## src/rtl/seq_detector_param_pkg.sv

```systemverilog
// Shared constants for the parametrised serial sequence detector: length limits,
// mode encodings, default pattern, and a fill-counter width helper.
package seq_detector_param_pkg;

  localparam int         SEQDET_MAX_LEN     = 32;
  localparam logic       SEQDET_MODE_NOVL   = 1'b0;
  localparam logic       SEQDET_MODE_OVL    = 1'b1;
  localparam int         SEQDET_DEF_LEN     = 4;
  localparam logic [3:0] SEQDET_DEF_PATTERN = 4'b1011;
  localparam int         SEQDET_DEF_CNT_W   = 8;

  // fill must be able to hold the value len itself
  function automatic int seqdet_fill_w(input int len);
    return $clog2(len + 1);
  endfunction

endpackage

```

## src/rtl/seq_detector_param_window.sv

```systemverilog
// History shift register plus saturating fill counter for the sequence detector.
// clear zeroes only the fill count; the window contents are kept.
module seq_det_window
  import seq_detector_param_pkg::*;
#(
  parameter int PAT_LEN = SEQDET_DEF_LEN
) (
  input  logic               clk,
  input  logic               reset,
  input  logic               shift_en,
  input  logic               clear,
  input  logic               bit_in,
  output logic [PAT_LEN-1:0] win,
  output logic               full_m1
);

  localparam int            FW       = seqdet_fill_w(PAT_LEN);
  localparam logic [FW-1:0] FILL_MAX = FW'(PAT_LEN);
  localparam logic [FW-1:0] FILL_THR = FW'(PAT_LEN - 1);

  logic [PAT_LEN-1:0] win_q, win_d;
  logic [FW-1:0]      fill_q, fill_d;

  always_comb begin
    win_d  = win_q;
    fill_d = fill_q;
    if (shift_en) begin
      win_d = {win_q[PAT_LEN-2:0], bit_in};
      if (fill_q != FILL_MAX) fill_d = fill_q + 1'b1;
    end
    // a non-overlap hit shifts and clears in the same cycle
    if (clear) fill_d = '0;
  end

  always_ff @(posedge clk) begin
    if (!reset) begin
      win_q  <= '0;
      fill_q <= '0;
    end else begin
      win_q  <= win_d;
      fill_q <= fill_d;
    end
  end

  assign win     = win_q;
  assign full_m1 = (fill_q >= FILL_THR);

endmodule

```

## src/rtl/seq_detector_param.sv

```systemverilog
// Parametrised serial sequence detector with runtime pattern and overlap mode.
// Optional saturating match counter enabled by SEQDET_MATCH_COUNT_EN.
module seq_detector_param
  import seq_detector_param_pkg::*;
#(
  parameter int                 PAT_LEN = SEQDET_DEF_LEN,
  parameter logic [PAT_LEN-1:0] PATTERN = SEQDET_DEF_PATTERN,
  parameter int                 CNT_W   = SEQDET_DEF_CNT_W
) (
  input  logic               clk,
  input  logic               reset,
  input  logic               PI,
  input  logic               in_valid,
  input  logic               overlap,
  input  logic               pat_load,
  input  logic [PAT_LEN-1:0] pat_in,
  output logic               PO
`ifdef SEQDET_MATCH_COUNT_EN
  ,
  output logic [CNT_W-1:0]   match_cnt
`endif
);

  if (PAT_LEN < 2 || PAT_LEN > SEQDET_MAX_LEN) begin : g_bad_len
    $error("seq_detector_param: PAT_LEN out of range");
  end
  if (CNT_W < 1) begin : g_bad_cnt_w
    $error("seq_detector_param: CNT_W must be at least 1");
  end

  logic [PAT_LEN-1:0] pat_q;
  logic               po_q;
  logic [PAT_LEN-1:0] win;
  logic [PAT_LEN-1:0] nxt;
  logic               full_m1;
  logic               hit;
  logic               shift_en;
  logic               clear;

  assign nxt      = {win[PAT_LEN-2:0], PI};
  assign hit      = full_m1 && (nxt == pat_q);
  // pat_load wins over in_valid, so the bit presented with a load is dropped
  assign shift_en = in_valid && !pat_load;
  assign clear    = pat_load || (shift_en && hit && (overlap == SEQDET_MODE_NOVL));

  seq_det_window #(
    .PAT_LEN (PAT_LEN)
  ) u_window (
    .clk      (clk),
    .reset    (reset),
    .shift_en (shift_en),
    .clear    (clear),
    .bit_in   (PI),
    .win      (win),
    .full_m1  (full_m1)
  );

  always_ff @(posedge clk) begin
    if (!reset) begin
      pat_q <= PATTERN;
      po_q  <= 1'b0;
    end else if (pat_load) begin
      pat_q <= pat_in;
      po_q  <= 1'b0;
    end else if (in_valid) begin
      po_q  <= hit;
    end else begin
      po_q  <= 1'b0;
    end
  end

  assign PO = po_q;

`ifdef SEQDET_MATCH_COUNT_EN
  logic [CNT_W-1:0] cnt_q;

  always_ff @(posedge clk) begin
    if (!reset) begin
      cnt_q <= '0;
    end else if (pat_load) begin
      cnt_q <= '0;
    end else if (in_valid && hit && (cnt_q != {CNT_W{1'b1}})) begin
      cnt_q <= cnt_q + 1'b1;
    end
  end

  assign match_cnt = cnt_q;
`endif

endmodule
```

## config.mk

```make
export PLATFORM = sky130hd
export DESIGN_NAME = seq_detector_param
export DESIGN_NICKNAME = d
export VERILOG_FILES = /design/src/rtl/seq_detector_param_pkg.sv /design/src/rtl/seq_detector_param_window.sv /design/src/rtl/seq_detector_param.sv
export SDC_FILE = /design/constraint.sdc
export NUM_CORES = 1
export LEC_CHECK = 0
export CAP_MARGIN = 15
export CORE_MARGIN = 5
export CORE_UTILIZATION = 25
export DETAILED_ROUTE_END_ITERATION = 12
export HOLD_SLACK_MARGIN = 0.1
export PLACE_DENSITY = 0.42
export SLEW_MARGIN = 20
export SYNTH_ARGS = -nofsm -noshare
export SYNTH_HDL_FRONTEND = slang
export SYNTH_SLANG_ARGS = --single-unit
```

## constraint.sdc

```tcl
create_clock -name clk -period 2 [get_ports clk]
set_clock_uncertainty 0.15 [all_clocks]
set_input_delay 0.4 -clock clk [delete_from_list [all_inputs] [get_ports clk]]
set_output_delay 0.4 -clock clk [all_outputs]
set_load 0.01 [all_outputs]
```

== Word level (Yosys, flattened, before mapping) ==
Index checks and enable logic that the tools add are counted.

* $add $sub $neg: 1
* Bitwise operators: 3
* Equality and inequality tests: 2
* Reduce and logical (&&, ||, !) cells: 9
* Magnitude comparators: 1

{| class="wikitable"
|+ Operators with widths
! operator !! count
|-
| 4-bit == test || 1
|-
| 1-bit logical AND || 4
|-
| 3-bit by 1-bit adder with 3-bit output (second input constant) || 1
|-
| 3-bit by 2-bit >= comparator with 1-bit output (second input constant) || 1
|-
| 3-bit inequality test (second input constant) || 1
|-
| 1-bit inverter || 3
|-
| 3-bit OR reduction || 1
|-
| 2-bit AND reduction || 1
|-
| 2-bit OR reduction || 1
|-
| 1-bit zero test || 1
|-
| 1-bit logical OR || 1
|}

* Output and inout bits: 1
* Input bits: 10
* Logic and storage cells: 20
* Bits in registers: 11

== Depth between registers and ports, before layout ==
* Depth after elaboration: 6
* Gate-level depth with buffers: 6
* Gate-level depth less buffers: 6

== Hierarchy ==
A second synthesis with hierarchy kept.

* Cell total of the unflattened synthesis: 59
* Area, all modules: 589.3 sq um

{| class="wikitable"
|+ By module, submodules not included
! module !! area an instance (sq um) !! cells each !! times used !! sequential area each (sq um)
|-
| seq_det_window || 345.3 || 34 || 1 || 140.1
|-
| seq_detector_param || 244.0 || 25 || 1 || 100.1
|}

== Worst setup path before layout ==
OpenSTA, ideal clock, no wires.

* Kind: input to register
* Start: input pat_load
* End: register u_window.fill_q[0]
* Required time: 1.728 ns
* Stages: 6
* Arrival: 1.567 ns
* Path buffers: 2
* Setup time: 0.122 ns
* Setup slack: 0.160 ns
* Cells stage by stage: buf_6 > nand2b_4 > buf_6 > or4_4 > nor3_4 > nor3_1

* Word-level cells in the longest chain between the ends: 6

{| class="wikitable"
|+ Ends and longest elaborated chain
! item !! line !! text
|-
| start, declared || seq_detector_param.sv:15 || <nowiki>input logic pat_load,</nowiki>
|-
| 1-bit zero test || seq_detector_param.sv:43 || <nowiki>assign shift_en = in_valid && !pat_load;</nowiki>
|-
| 1-bit logical AND || seq_detector_param.sv:43 ||
|-
| 1-bit logical AND (2 in series) || seq_detector_param.sv:44 || <nowiki>assign clear = pat_load || (shift_en && hit && (overlap == SEQDET_MODE_NOVL));</nowiki>
|-
| 1-bit logical OR || seq_detector_param.sv:44 ||
|-
| 2-bit OR reduction (no line) || - ||
|-
| end signal, assigned || seq_detector_param_window.sv:41 || <nowiki>fill_q <= fill_d;</nowiki>
|-
| end, declared || seq_detector_param_window.sv:22 || <nowiki>logic [FW-1:0] fill_q, fill_d;</nowiki>
|}

Several ways; a longest one is shown, not always the timed one.
A chain may end at the register's enable or synchronous reset.

== Worst setup path after layout ==
Ends and elaborated chain as after synthesis.

==> metrics.txt <==
CTS tree=built; detailed-routing iteration count for the pre-antenna-repair pass=2; fraction of layout cells with a size suffix above 1=11.94%; start of the worst register-to-register path=u_window.win[0]; TritonCTS Sinks=11; CP Data Arrival Time=1810 ps; starting utilization of the core area=26.86%; routability congestion estimate from global placement=0.7063; power per cell area=626.7 nW/um2; die width=56.61 um; part of the total power dissipated in combinational logic=12.6%; result of the run=finished clean; gate count of the mapped netlist=53; post-cts resize count=0; net count reported at finish=81; Clk Tree Root Cell=sky130_fd_sc_hd__clkbuf_4; post-CTS clock slew at the launch and capture registers of the worst setup and hold paths=70 ps; max-capacitance violation count=0; critical path cell sequence=clkdlybuf4s50_1 > nand2b_4 > or4_4 > nor3_4 > nor3_1; Worst Max-Slew Pin Slew=243.9 ps; Die Span Y=56.61 um; count of antenna-violating nets left after detailed routing=0; ports placed on the boundary=11; clock network fraction of total power=34.3%; static leakage=0.0003027 uW; Longest Clk Path Bufs=2; Setup Buffers After CTS=0; Min-Delay Path Class=reg2reg; first-pass GRT wire length=1697 um; Post-Place Worst Slack=-87.58 ps; total nets after synthesis=66; wire per inst=10.18 um; register area share after synthesis=40.55%; area of the core region=2022 um2; DRC violation count after routing=0; combined flip-flop and latch cell area=220.2 um2; standard cell with the maximum stage delay on the critical path=sky130_fd_sc_hd__or4_4; number of endpoints failing setup at the final stage=0; depth of the CTS H-tree=1; sequential share of power=53.1%; worst hold start=pat_q[0]; half-perimeter wire length after detailed placement=801.3 um; cell area after technology mapping=543.0 um2; routed via count divided by cell count=3.979; Critical Path Start Type=primary input; total gr overflow=0; Inserted Clock Buffers=3; vias in the first global route=390; area of the multi-input gates=285.3 um2; library cells used by synthesis=18; DRC marker count from the first detailed-route iteration=3; Skew-Pair Late Insertion Delay=260 ps; synthesis-stage register bit count=11; switching part of the total power=22.74%; placed cell count=90; IR Drop Worst-Case VDD=0.0003553 V; Total Wirelength=957 um; total track usage=7.402%; overall power after layout=435.9 uW; Hold Slack=344.8 ps; unrepaired setup endpoints after global routing=false; Worst Setup SP=pat_load; crit path kind=in2reg; Cell Area, Placed=669.4 um2; kind of capture point of the worst setup path=flop; initial antenna violation count=0; highest cell delay on the worst timing path=550 ps; post-route insts no fill=94; final instance area=695.7 um2; I/O Buffers=10; maximum number of pins on one net before global-route repair=7; min cycle time layout=1802 ps; switching power=99.12 uW; worst setup margin=197.6 ps; internal power of the cells=336.8 uW; maximum clock frequency=554.8 MHz; hold bufs inserted after CTS=0; post-synthesis to final-layout area growth=28.11%; # rows=16; Mean Syn Cell Area=10.25 um2; CP max FO=3; Slew Limit Fails=0; routed vias=374; Inserted Diodes=0; DIE AREA=3204 um2; fill cell instance count of the final layout=219; synthesis warning total=0; max_slew headroom=83.74%; fin crit share=90.12%; endpoint required time on the critical path=2000 ps; final-report hold violation count=0
## registers in the layout, summed over array words and instances, names as in the netlist
name and cells:
PO 1, pat_q 4, u_window.fill_q 3, u_window.win 3
## cell usage after synthesis
master / instances / share of area, %
sky130_fd_sc_hd__nor3_4: 1 / 3.0
sky130_fd_sc_hd__xor2_1: 3 / 4.8
sky130_fd_sc_hd__nor3_1: 4 / 3.7
sky130_fd_sc_hd__mux2i_1: 8 / 15
sky130_fd_sc_hd__xnor2_1: 2 / 3.2
sky130_fd_sc_hd__o21ai_0: 1 / 0.92
sky130_fd_sc_hd__or4_4: 1 / 2.1
sky130_fd_sc_hd__nand2_1: 4 / 2.8
sky130_fd_sc_hd__dfxtp_1: 11 / 41
sky130_fd_sc_hd__o21a_1: 1 / 1.4
sky130_fd_sc_hd__nor2_1: 4 / 2.8
sky130_fd_sc_hd__nand2b_1: 1 / 1.2
sky130_fd_sc_hd__a211o_1: 1 / 1.6
sky130_fd_sc_hd__nand2b_4: 1 / 2.5
sky130_fd_sc_hd__ha_1: 3 / 6.9
sky130_fd_sc_hd__buf_6: 2 / 4.1
sky130_fd_sc_hd__a21oi_1: 1 / 0.92
sky130_fd_sc_hd__inv_1: 4 / 2.8
## power groups by stage
stage / clock (uW) / sequential [uW] / combinational, uW
after global routing: 176 / 233 / 60.3
final: 150 / 232 / 54.9
after CTS: 159 / 232 / 56.0
after global placement: 0 / 237 / 56.0
after detailed placement: 0 / 237 / 55.8
after floorplan: 0 / 236 / 31.9
## per-stage QoR
| step | TNS [ps] | util (%) |
|---|---|---|
| 6_report | 0 | 34.41 |
| 5_1_grt | 0 | 34.41 |
| 4_1_cts | 0 | 34.41 |
| 3_5_place_dp | -248.1 | 33.11 |
| 3_3_place_gp | -217.5 | 33.11 |
| 2_1_floorplan | 0 | - |
## area by class of cell
type,count,area share [%]
clock buffers,4,3.777
inverters,4,2.158
multi-input cells,36,41.01
flip-flops and latches,11,31.65
well taps,27,4.856
repair buffers,12,16.55
## kinds of logic after synthesis
family | Yosys count | share of synthesized area [%]
DFF | 11 | 40.55
buffers and inverters | 6 | 6.911
muxes | 8 | 14.75
and+or+nand+nor | 16 | 17.97
xor gates and xnor gates | 5 | 8.066
adders and majority gates | 3 | 6.913
AOI/OAI and AO/OA | 4 | 4.838
## layout by cell type (no fill, tap or decap), types with 2 or more instances in the layout
cell	count
sky130_fd_sc_hd__buf_4	2
sky130_fd_sc_hd__clkbuf_4	3
sky130_fd_sc_hd__clkdlybuf4s50_1	10
sky130_fd_sc_hd__dfxtp_1	11
sky130_fd_sc_hd__ha_1	3
sky130_fd_sc_hd__inv_1	4
sky130_fd_sc_hd__mux2i_1	8
sky130_fd_sc_hd__nand2_1	4
sky130_fd_sc_hd__nor2_1	4
sky130_fd_sc_hd__nor3_1	4
sky130_fd_sc_hd__xnor2_1	2
sky130_fd_sc_hd__xor2_1	3
## critical path: cells and delay by family
| family | cells | cell delay [ps] |
|---|---|---|
| buffers and inverters | 1 | 420 |
| AND/OR/NAND/NOR | 4 | 990 |
## worst paths after layout
path	endpoint	slack [ps]	cells past startpoint
worst max-delay path	u_window.fill_q[0]	200	5
worst min register to register	pat_q[0]	340	2
worst max register to register	u_window.fill_q[0]	420	4
worst min-delay path	pat_q[0]	340	2
## routing by layer
metal / vias up / wire length, um / global-route usage [%]
met5: - / 0 / 0
met4: 0 / 0 / 4.068
met3: 0 / 74 / 5.046
met2: 9 / 453 / 10.73
met1: 161 / 429 / 7.967
li1: 204 / - / -
Power figures use the tool's default switching activity.
